$ cat src/rtl/geig_stack_framer.sv
// geig_stack_framer
//   Reader end of the geiger data stack. Snapshots G_DATA_STACK on each
//   STACK_UPDATE pulse and streams it out as a framed byte sequence over a
//   valid/ready handshake:
//     SYNC_BYTE, [STACK_BYTES when GEIG_FRAME_LEN_EN], data bytes (MSB first), checksum.
//   The checksum is the mod-256 sum of every byte after SYNC.
//   Updates that arrive mid-frame are parked in a one-deep pending buffer.
//   When a parked snapshot is replaced before it is sent, OVERRUN_CNT counts it,
//   saturating at 255.
//
// Build option:
//   GEIG_FRAME_LEN_EN  - when defined, a length byte follows SYNC.
//
// Ports:
//   CLK_1MHZ      in   system clock
//   RESET         in   asynchronous active-high reset
//   G_DATA_STACK  in   stack contents, valid while STACK_UPDATE is high
//   STACK_UPDATE  in   one-cycle pulse, new stack available
//   TX_READY      in   downstream accepts TX_DATA this cycle
//   TX_DATA       out  current frame byte
//   TX_VALID      out  TX_DATA is valid
//   FRAME_BUSY    out  framer is not idle
//   OVERRUN_CNT   out  snapshots discarded unsent (saturating)
module geig_stack_framer #(
  parameter int          STACK_BYTES = 10,
  parameter logic [7:0]  SYNC_BYTE   = 8'hA5
) (
  input  logic                       CLK_1MHZ,
  input  logic                       RESET,
  input  logic [8*STACK_BYTES-1:0]   G_DATA_STACK,
  input  logic                       STACK_UPDATE,
  input  logic                       TX_READY,
  output logic [7:0]                 TX_DATA,
  output logic                       TX_VALID,
  output logic                       FRAME_BUSY,
  output logic [7:0]                 OVERRUN_CNT
);

  localparam int              SW       = 8 * STACK_BYTES;
  localparam int              IW       = $clog2(STACK_BYTES);
  localparam logic [IW-1:0]   LAST_IDX = IW'(STACK_BYTES - 1);

  typedef enum logic [2:0] {
    ST_IDLE = 3'd0,
    ST_SYNC = 3'd1,
`ifdef GEIG_FRAME_LEN_EN
    ST_LEN  = 3'd2,
`endif
    ST_DATA = 3'd3,
    ST_CSUM = 3'd4
  } state_t;

  // Byte idx of a snapshot, byte 0 being the most significant byte.
  function automatic logic [7:0] byte_sel(input logic [SW-1:0] buf_v,
                                          input logic [IW-1:0] idx);
    logic [SW-1:0] sh;
    sh = buf_v >> (8 * (STACK_BYTES - 1 - int'(idx)));
    return sh[7:0];
  endfunction

  // Saturating 8-bit increment.
  function automatic logic [7:0] sat_inc(input logic [7:0] v);
    logic [7:0] r;
    if (v == 8'hFF) begin
      r = 8'hFF;
    end else begin
      r = v + 8'h01;
    end
    return r;
  endfunction

  state_t          state_q, state_d;
  logic [SW-1:0]   active_q, active_d;
  logic [SW-1:0]   pend_buf_q, pend_buf_d;
  logic            pend_q, pend_d;
  logic [IW-1:0]   idx_q, idx_d;
  logic [7:0]      csum_q, csum_d;
  logic [7:0]      ovr_q, ovr_d;
  logic [7:0]      tx_data_q, tx_data_d;
  logic            tx_valid_q, tx_valid_d;
  logic            busy_q, busy_d;
  logic            xfer;

  // Next-state, buffer, checksum and registered-output computation.
  always_comb begin
    state_d    = state_q;
    active_d   = active_q;
    pend_buf_d = pend_buf_q;
    pend_d     = pend_q;
    idx_d      = idx_q;
    csum_d     = csum_q;
    ovr_d      = ovr_q;
    tx_data_d  = 8'h00;
    xfer       = tx_valid_q & TX_READY;

    if (state_q == ST_IDLE) begin
      if (STACK_UPDATE) begin
        // Fresh data wins; an unsent pending snapshot is dropped.
        active_d = G_DATA_STACK;
        state_d  = ST_SYNC;
        if (pend_q) begin
          pend_d = 1'b0;
          ovr_d  = sat_inc(ovr_q);
        end else begin
          pend_d = pend_q;
        end
      end else if (pend_q) begin
        active_d = pend_buf_q;
        pend_d   = 1'b0;
        state_d  = ST_SYNC;
      end else begin
        state_d = ST_IDLE;
      end
    end else begin
      // Mid-frame updates are parked; the frame in flight is untouched.
      if (STACK_UPDATE) begin
        pend_buf_d = G_DATA_STACK;
        pend_d     = 1'b1;
        if (pend_q) begin
          ovr_d = sat_inc(ovr_q);
        end else begin
          ovr_d = ovr_q;
        end
      end else begin
        pend_d = pend_q;
      end
    end

    case (state_q)
      ST_IDLE: begin
        idx_d = idx_q;
      end
      ST_SYNC: begin
        if (xfer) begin
          csum_d  = 8'h00;
          idx_d   = '0;
`ifdef GEIG_FRAME_LEN_EN
          state_d = ST_LEN;
`else
          state_d = ST_DATA;
`endif
        end else begin
          state_d = ST_SYNC;
        end
      end
`ifdef GEIG_FRAME_LEN_EN
      ST_LEN: begin
        if (xfer) begin
          csum_d  = csum_q + 8'(STACK_BYTES);
          state_d = ST_DATA;
        end else begin
          state_d = ST_LEN;
        end
      end
`endif
      ST_DATA: begin
        if (xfer) begin
          csum_d = csum_q + byte_sel(active_q, idx_q);
          if (idx_q == LAST_IDX) begin
            state_d = ST_CSUM;
          end else begin
            idx_d = idx_q + IW'(1);
          end
        end else begin
          state_d = ST_DATA;
        end
      end
      ST_CSUM: begin
        if (xfer) begin
          state_d = ST_IDLE;
        end else begin
          state_d = ST_CSUM;
        end
      end
      default: begin
        state_d = ST_IDLE;
      end
    endcase

    // Outputs are registered, so they are derived from the next state.
    case (state_d)
      ST_SYNC: tx_data_d = SYNC_BYTE;
`ifdef GEIG_FRAME_LEN_EN
      ST_LEN:  tx_data_d = 8'(STACK_BYTES);
`endif
      ST_DATA: tx_data_d = byte_sel(active_d, idx_d);
      ST_CSUM: tx_data_d = csum_d;
      default: tx_data_d = 8'h00;
    endcase
    tx_valid_d = (state_d != ST_IDLE);
    busy_d     = (state_d != ST_IDLE);
  end

  // State and datapath registers.
  always_ff @(posedge CLK_1MHZ or posedge RESET) begin
    if (RESET) begin
      state_q    <= ST_IDLE;
      active_q   <= '0;
      pend_buf_q <= '0;
      pend_q     <= 1'b0;
      idx_q      <= '0;
      csum_q     <= 8'h00;
      ovr_q      <= 8'h00;
      tx_data_q  <= 8'h00;
      tx_valid_q <= 1'b0;
      busy_q     <= 1'b0;
    end else begin
      state_q    <= state_d;
      active_q   <= active_d;
      pend_buf_q <= pend_buf_d;
      pend_q     <= pend_d;
      idx_q      <= idx_d;
      csum_q     <= csum_d;
      ovr_q      <= ovr_d;
      tx_data_q  <= tx_data_d;
      tx_valid_q <= tx_valid_d;
      busy_q     <= busy_d;
    end
  end

  assign TX_DATA     = tx_data_q;
  assign TX_VALID    = tx_valid_q;
  assign FRAME_BUSY  = busy_q;
  assign OVERRUN_CNT = ovr_q;

endmodule
$ cat config.mk
export PLATFORM = sky130hd
export DESIGN_NAME = geig_stack_framer
export DESIGN_NICKNAME = d
export VERILOG_FILES = /design/src/rtl/geig_stack_framer.sv
export SDC_FILE = /design/constraint.sdc
export NUM_CORES = 1
export LEC_CHECK = 0
export ABC_AREA = 0
export CAP_MARGIN = 20
export CORE_ASPECT_RATIO = 1.75
export CORE_MARGIN = 2
export CORE_UTILIZATION = 37
export CTS_CLUSTER_DIAMETER = 40
export DETAILED_ROUTE_END_ITERATION = 8
export PLACE_DENSITY = 0.55
export SYNTH_ARGS = -nofsm -noshare
export SYNTH_HDL_FRONTEND = slang
export SYNTH_SLANG_ARGS = --single-unit
$ cat constraint.sdc
create_clock -name CLK_1MHZ -period 15.8 [get_ports CLK_1MHZ]
set_input_delay 1.58 -clock CLK_1MHZ [delete_from_list [all_inputs] [get_ports CLK_1MHZ]]
set_output_delay 1.58 -clock CLK_1MHZ [all_outputs]
set_load 0.02 [all_outputs]
==> results.json <==
{
  "cp_common_cell": "nor3_1",
  "rsz0062_at_grt": "no",
  "tritoncts": "done",
  "synthMuxAreaShare": 0.159,
  "ios": 102,
  "setup_tns_ns": 0,
  "slew_viol_final": 0,
  "multi_input_area_mm2": 0.00490,
  "dr.pass1.iters": 5,
  "crit_chain": "clkdlybuf4s50_1 -> nand4b_4 -> nor3_1 -> a311o_1 -> buf_4 -> clkinv_4 -> ha_1 -> nor3_1 -> mux2_2 -> nand4b_2 -> or3_1 -> nand4_1",
  "p_per_area_mw_per_mm2": 203,
  "cap_violations": 0,
  "worstSetupStartpointType": "input port",
  "fillers": 2636,
  "clock_sinks": 193,
  "final-hold-violation-count": 0,
  "vias": 8070,
  "synth_nets": 1060,
  "worstRegToRegCells": 13,
  "hold_slack_ns": 0.505,
  "avgSynthCellArea_um2": 10.6,
  "synth_top_family_by_area": "compound AO/OA/AOI/OAI gates",
  "grt_overflow": 0,
  "cts_root_buf": "clkbuf_16",
  "cts_resized": 0,
  "grt_pass1_vias": 8319,
  "h-tree-depth": 4,
  "slowest_delay_ns": 0.57,
  "p_leak_nw": 4.84,
  "grt_pass1_wl_um": 48200,
  "worstSkewPairLatency_ns": 0.46,
  "cp_top_family": "simple AND/OR/NAND/NOR gates",
  "via_per_inst": 5.77,
  "slew-limit-headroom": 0.327,
  "clock.fmax_ghz": 0.216,
  "path_buf_inv": 3,
  "hp-start": "pend_buf_q[79]",
  "path_clk_slew_ns": 0.07,
  "drtIter0Drc": 558,
  "antenna_found_initial": 0,
  "synth-simple-area-share": 0.103,
  "drc": 0,
  "die_y_um": 224,
  "end_kind": "flip-flop",
  "crit_type": "in -> reg",
  "synth_fa_ha_area_frac": 0.0179,
  "synth_seq_cells": 193,
  "portBuffers": 101,
  "setup_violations": 0,
  "wl_per_cell_um": 22.2,
  "rr_endpoint": "TX_DATA[7]",
  "die_x_um": 130,
  "seq_area_frac_synth": 0.473,
  "cts_buffers": 17,
  "placementRows": 80,
  "pre_cts_slack_ns": 10.76,
  "async_flop_share": 1.00,
  "seq_area_mm2": 0.00483,
  "diodes": 0,
  "utilization": 0.442,
  "postSynthCellCount": 962,
  "netlist_area_mm2": 0.0102,
  "yosysWarnings": 0,
  "hold-path-endpoint": "pend_buf_q[79]",
  "ys.flop_type": "dfrtp_1",
  "finalWorstSetupSlack_ns": 11.17,
  "yosysTopAreaCell": "dfrtp_1",
  "peakVddDrop_v": 0.000127,
  "finClkSkew_ns": 0.0140,
  "start_util": 0.375,
  "grt_max_degree": 123,
  "die_area_mm2": 0.0290,
  "synth_compound_area_frac": 0.191,
  "grt_usage": 0.220,
  "status": "finished, final reports clean",
  "wl_um": 31100,
  "worstMarginPinSlew_ns": 1.00,
  "holdBufCountCts": 0,
  "dpl.cell_count": 1367,
  "cts_setup_buffers": 0,
  "core_mm2": 0.0272,
  "nets": 1116,
  "r2r_start": "idx_q[0]",
  "cts_max_path_buffers": 2,
  "worstHoldPathCells": 1,
  "hold_class": "reg -> reg",
  "drive_above_1_share": 0.152,
  "synth_xor_xnor_area_share": 0.00686,
  "cp.arrival_ns": 5.02,
  "area_delta_synth_final_pct": 17.7,
  "synth_top_area_frac": 0.473,
  "dp_hpwl_um": 20600,
  "drtAntennaViolNets": 0,
  "synth.area.top_cells": "dfrtp_1 47%, mux2_2 8.9%, mux2i_1 4.8%",
  "finalWeightedCongestion": 0.866,
  "critPathRequiredTime_ns": 16.19,
  "r2r_slack_ns": 11.70,
  "synth-edff-count": 0,
  "fin_cells": 1399,
  "fin_crit_ns": 4.63,
  "slowest_stage": "clkdlybuf4s50_1",
  "finalCritPeriodShare": 0.293,
  "ys_types": 64,
  "critical_path.max_fanout": 28
}
[sequential cells by signal, indices dropped and copies added (netlist names)]
name / count
active_q: 80
pend_buf_q: 80
OVERRUN_CNT: 8
TX_DATA: 8
csum_q: 8
idx_q: 4
state_q: 3
FRAME_BUSY: 1
pend_q: 1
[area by class of cell]
class                   instances  area share
clock buffers                  22      0.0394
clock inverters                 9      0.0107
repair buffers                116      0.0951
well taps                     369      0.0384
multi-input cells             673       0.408
inverters                      17     0.00635
flip-flops and latches        193       0.402
[synth_stat cells, types with 13 or more instances]
library cell,count
nand2_1,40
o22ai_1,70
dfrtp_1,193
a21oi_1,55
nor2_1,60
clkbuf_1,22
a22oi_1,36
mux2_2,81
mux2i_1,49
o21ai_0,58
inv_1,15
buf_2,38
nor2b_1,40
a31oi_1,40
ha_1,13
[where the power goes]
part | switching, mW | internal [mW] | total (mW) | leakage [nW]
Sequential | 0.153 | 0.670 | 0.823 | 2.26
Clock | 0.198 | 0.261 | 0.458 | 0.292
Combinational | 0.673 | 0.489 | 1.16 | 2.29
[cell families (layout without fill, tap and decap cells)]
group / Yosys count / count (layout)
AOI/OAI and AO/OA: 310 / 310
and+or+nand+nor: 201 / 201
buffers and inverters: 96 / 164
DFF: 193 / 193
adders and majority gates: 14 / 14
muxes: 140 / 140
xor gates and xnor gates: 8 / 8
[cells in the final DEF (no fill, tap or decap), types with 6 or more instances in the layout]
| cell | count |
|---|---|
| dfrtp_1 | 191 |
| clkdlybuf4s50_1 | 101 |
| mux2_2 | 81 |
| o22ai_1 | 70 |
| nor2_1 | 60 |
| o21ai_0 | 58 |
| a21oi_1 | 55 |
| mux2i_1 | 49 |
| nor2b_1 | 40 |
| a31oi_1 | 40 |
| nand2_1 | 39 |
| a22oi_1 | 36 |
| clkbuf_16 | 17 |
| inv_1 | 14 |
| buf_4 | 14 |
| ha_1 | 13 |
| mux4_2 | 10 |
| nor3_1 | 9 |
| o21ai_1 | 8 |
| nand3_1 | 8 |
| or3_1 | 7 |
| a221oi_1 | 7 |
| nand4_1 | 6 |
[per-layer routing]
metal | track usage | vias to the layer above | wire length (µm)
li1 | - | 3709 | -
met1 | 0.255 | 4110 | 12100
met2 | 0.386 | 192 | 16400
met3 | 0.0315 | 59 | 1050
met4 | 0.116 | 0 | 1540
met5 | 0 | - | 0
[worst max-delay path by stage]
stage,startpoint,endpoint,slack (ns),cells past startpoint
after floorplan,RESET,FRAME_BUSY,8.96,1
after global placement,TX_READY,TX_DATA[6],10.88,12
after detailed placement,TX_READY,TX_DATA[6],10.76,12
after CTS,TX_READY,TX_DATA[5],11.24,12
after global routing,TX_READY,TX_DATA[7],11.01,12
final,TX_READY,TX_DATA[5],11.17,12
[stage by stage]
step           power [mW]  area (µm²)
2_1_floorplan        1.62       10200
3_3_place_gp         1.98       11400
3_5_place_dp         2.00       11400
4_1_cts              2.45       12000
5_1_grt              2.59       12000
6_report             2.44       12000
Note: power is estimated with default switching activity, not from simulation.
==> patch 1 (same settings) <==
Re-encode `state_t` (4 states) as one-hot, 4 bits wide.
--- a/src/rtl/geig_stack_framer.sv
+++ b/src/rtl/geig_stack_framer.sv
@@ -40,14 +40,14 @@
   localparam int              IW       = $clog2(STACK_BYTES);
   localparam logic [IW-1:0]   LAST_IDX = IW'(STACK_BYTES - 1);
 
-  typedef enum logic [2:0] {
-    ST_IDLE = 3'd0,
-    ST_SYNC = 3'd1,
+  typedef enum logic [3:0] {
+    ST_IDLE = 4'b0001,
+    ST_SYNC = 4'b0010,
 `ifdef GEIG_FRAME_LEN_EN
     ST_LEN  = 3'd2,
 `endif
-    ST_DATA = 3'd3,
-    ST_CSUM = 3'd4
+    ST_DATA = 4'b0100,
+    ST_CSUM = 4'b1000
   } state_t;
 
   // Byte idx of a snapshot, byte 0 being the most significant byte.
Check against the original RTL: same outputs for any inputs over 4 cycles, from zero or initial values and one cycle with RESET high; so few cycles prove little.
==> patch 1 against the unedited design <==
Area after synthesis down 1.5%. Highest routed layer unchanged. Sequential share of layout area increased by 0.81 points. Total power decreased by 8.2%. Fmax decreased by 4.0%. Largest power group unchanged. Final area fell by 1.5%. Routed wire length decreased by 13%. Critical endpoint unchanged. Sequential cell count is 1 higher. Worst setup slack got worse by 190 ps.
==> patch 1: results (changes against the unedited design) <==
[final_layout]
n_all_buffers = 113  ; -2.6%
post-route-util_pct = 44.4  ; +0.21 points
buf_share_pct = 9.26  ; -0.25 points
multi_input_cells = 612  ; -9.1%
design.seq.count = 194  ; +0.52%
clkbuf_count = 23  ; +4.5%
nNetsFinal = 1058  ; -5.2%
fillers = 2518  ; -4.5%
n_all_inverters = 22  ; +5
clk_share_pct = 4.90  ; -0.11 points
seq_share_pct = 41.0  ; +0.81 points
fin_cells = 1296  ; -7.4%
top_regs = active_q x80, pend_buf_q x80
drive_above_1_share_pct = 16.4  ; +1.1 points
num_antenna_cells = 0  ; unchanged
multi_input_area_share_pct = 40.6  ; -0.17 points

[clock_tree]
insertion_delay_ps = 460  ; about the same
post_cts_resized = 0  ; unchanged

[min_path]
min_from = pend_buf_q[2]
hold_end = pend_buf_q[2]
hold_path_depth = 1  ; unchanged

[power_and_ir_drop]
power.density_mw_per_mm2 = 189  ; -6.8%
p_sw_w = 0.000851  ; -17%
pg_seq_w = 0.000866  ; +5.2%
p_comb_w = 0.000940  ; -19%
peakVddDrop_v = 0.0000901  ; -29%
leakage_nw = 4.73  ; -2.2%

[global_routing]
grtUsageTotal_pct = 19.6  ; -2.4 points
antenna_found_initial = 0  ; unchanged
grt_pass1_wl_um = 42900  ; -11%
grt_overflow = 0  ; unchanged

[sta]
clock-skew-final_ps = 12.4  ; -1.59 ps
fmax_mhz = 207  ; -4.0%
hold-worst-slack_ps = 505  ; -0.249 ps
worst_slew_pin_slew_ps = 1220  ; +221 ps

[floorplanning]
fp.dieW_um = 129  ; -0.72%
start_util_pct = 37.7  ; +0.19 points

[placement]
dp_hpwl_um = 18700  ; -9.6%
place_area_mm2 = 0.0113  ; -1.2%
place_ws_ps = 10530  ; -231 ps
gp_congestion = 0.872  ; +0.70%

[critical_path]
cp_max_fo = 21  ; -25%
critPathTopFamily = compound AO/OA/AOI/OAI gates
rr_worst_depth = 15  ; +2
slowest_delay_ps = 570  ; about the same
timing.rr.start = idx_q[2]
cp_slowest_cell = o31ai_2
crit_arrival_ps = 5190  ; +170 ps

[synth]
synthesis.nets = 996  ; -6.0%
synth_cells = 898  ; -6.7%
ys_top_cells_by_area = dfrtp_1, mux2_2, a22oi_1
yosysSeqAreaShare_pct = 48.3  ; +0.97 points
ys_types = 73  ; +14%
yosys-top-cells-count = dfrtp_1, mux2_2, a22oi_1

[status]
run_status = complete, no violations

[drt]
drtPass1Iterations = 5  ; unchanged
first_iter_violations = 442  ; -21%
vias_per_cell = 5.71  ; -1.0%
routedWlPerCell_um = 20.8  ; -6.4%

patch 1: cell types whose count changed in the layout (fill, tap and decap cells not counted), sizes merged, moves of 25 or more:
cell,before,now
a21oi,55,24
a22oi,39,76
a31oi,40,15
nand2,40,70
nor2,61,23
o22ai,72,12
patch 1: kinds of logic (layout without fill, tap and decap cells):
logic type	after synthesis	in the layout	share of synthesized area, %
xor gates and xnor gates	8	8	0.696
adders and majority gates	14	14	1.82
and+or+nand+nor	169	169	8.80
muxes	146	146	16.9
AOI/OAI and AO/OA	275	275	19.3
buffers and inverters	92	166	4.29
DFF	194	194	48.3
patch 1: metal layers:
| metal | up-vias | wire length (µm) | track usage, % |
|---|---|---|---|
| met3 | 26 | 628 | 3.40 |
| met4 | 0 | 570 | 6.80 |
| met5 | - | 0 | 0 |
| li1 | 3504 | - | - |
| met2 | 108 | 14500 | 33.7 |
| met1 | 3762 | 11300 | 24.4 |
==> patch 2 (same settings) <==
Made on the original files. Add a define of `GEIG_FRAME_LEN_EN`.
--- a/src/rtl/geig_stack_framer.sv
+++ b/src/rtl/geig_stack_framer.sv
@@ -21,6 +21,8 @@
 //   TX_VALID      out  TX_DATA is valid
 //   FRAME_BUSY    out  framer is not idle
 //   OVERRUN_CNT   out  snapshots discarded unsent (saturating)
+`define GEIG_FRAME_LEN_EN
+
 module geig_stack_framer #(
   parameter int          STACK_BYTES = 10,
   parameter logic [7:0]  SYNC_BYTE   = 8'hA5
Function: changed (Yosys sat finds a counterexample within 4 cycles, from zero or initial values and one cycle with RESET high).
==> patch 2 against the unedited design <==
Area after synthesis is 1.2% lower. Largest power group unchanged. Sequential cell count stayed put. Register-to-register slack worse by 200 ps. Critical endpoint is now TX_DATA[7]. Routed wire length is 4.6% lower. Non-clock buffer count is 1 higher. Worst setup slack worse by 330 ps. Final area is 0.82% lower. Via count is 4.0% lower. Total power is 8.9% lower. Clock power is 2% lower. Critical path type unchanged. Global-route usage is 0.75 points lower. Final cell count is 4.3% lower.
==> patch 2: results (changes against the unedited design) <==
[critical_path]
cp_slowest_cell = ha_1
critPathCapture = TX_DATA[7]
crit_arrival_ps = 5310  ; +290 ps
cp_max_fo = 15  ; -46%
timing.rr.start = idx_q[2]

[synth]
yosys-top-cells-count = dfrtp_1, mux2_2, o21ai_0
synth-xor-area-share_pct = 0.868  ; +0.18 points
synth_compound_area_share_pct = 18.6  ; -0.54 points
synthesis.nets = 1035  ; -2.4%
synthMuxAreaShare_pct = 18.3  ; +2.3 points
ys_types = 59  ; -7.8%
synthAdderAreaFrac_pct = 2.06  ; +0.27 points
ys_top_cells_by_area = dfrtp_1, mux2_2, mux2i_1
yosysSeqAreaShare_pct = 47.9  ; +0.60 points

[status]
run_status = complete, no violations

[placement]
dp_hpwl_um = 20500  ; -0.65%
place_area_mm2 = 0.0113  ; -0.75%
place_ws_ps = 10350  ; -412 ps

[final_layout]
clkbuf_count = 23  ; +4.5%
nNetsFinal = 1098  ; -1.6%
buf_share_pct = 9.61  ; +0.10 points
fin_cells = 1339  ; -4.3%
n_all_inverters = 19  ; +2
design.seq.count = 193  ; unchanged
fillers = 2569  ; -2.5%
area_growth_pct = 18.2
multi_input_cells = 650  ; -3.4%
seq_area_mm2 = 0.00483  ; about the same
n_all_buffers = 117  ; +0.86%
multi_input_area_share_pct = 40.8  ; +0.044 points
clk_share_pct = 4.94  ; -0.074 points

[global_routing]
use_met1_pct = 24.5  ; -1.1 points
use_met2_pct = 39.1  ; +0.41 points
grtUsageTotal_pct = 21.3  ; -0.75 points
grt_pass1_vias = 7899  ; -5.0%
grt_max_degree = 120  ; -2.4%
grt_pass1_wl_um = 45900  ; -4.9%

[power_and_ir_drop]
intPower_w = 0.00134  ; -5.9%
p_comb_share_pct = 45.2  ; -2.4 points
swShare_pct = 39.9  ; -1.9 points
peakVddDrop_v = 0.0000920  ; -28%
leakage_nw = 5.00  ; +3.3%

[drt]
dr_wl_met3_um = 813  ; -23%
drt-met1-wl_um = 11500  ; -5.1%
first_iter_violations = 476  ; -15%
wl_met2_um = 16400  ; +0.24%
routedWlPerCell_um = 22.2  ; -0.37%
vias = 7749  ; -4.0%

[sta]
worst_slew_pin_slew_ps = 936  ; -66.6 ps
finalCriticalPeriod_ps = 4960  ; +332 ps
clock-skew-final_ps = 11.8  ; -2.18 ps

[min_path]
min_from = pend_buf_q[29]

[patch 2: changes by cell type after synthesis, moves of 7 or more]
cell / change
nand2_1: +43
a31oi_1: -35
nor2b_1: -34
nor2_1: -30
o22ai_1: -29
o21ai_0: +27
a22oi_1: +18
buf_2: -15
clkbuf_1: +11
mux2i_1: +8
a221o_1: +7
[patch 2: kinds of logic after synthesis]
logic type      count (synthesis)
compound gates                295
flops                         193
simple gates                  172
mux                           157
buf+inv                        92
fa+ha+maj                      16
xor+xnor                       10
[patch 2: worst min-delay path by stage]
stage                           to  slack [ps]  cells past startpoint
floorplan           pend_buf_q[13]         470                      1
CTS                 pend_buf_q[29]         500                      1
finish              pend_buf_q[29]         500                      1
detailed placement  pend_buf_q[29]         480                      1
global placement    pend_buf_q[21]         480                      1
global route        pend_buf_q[12]         510                      1
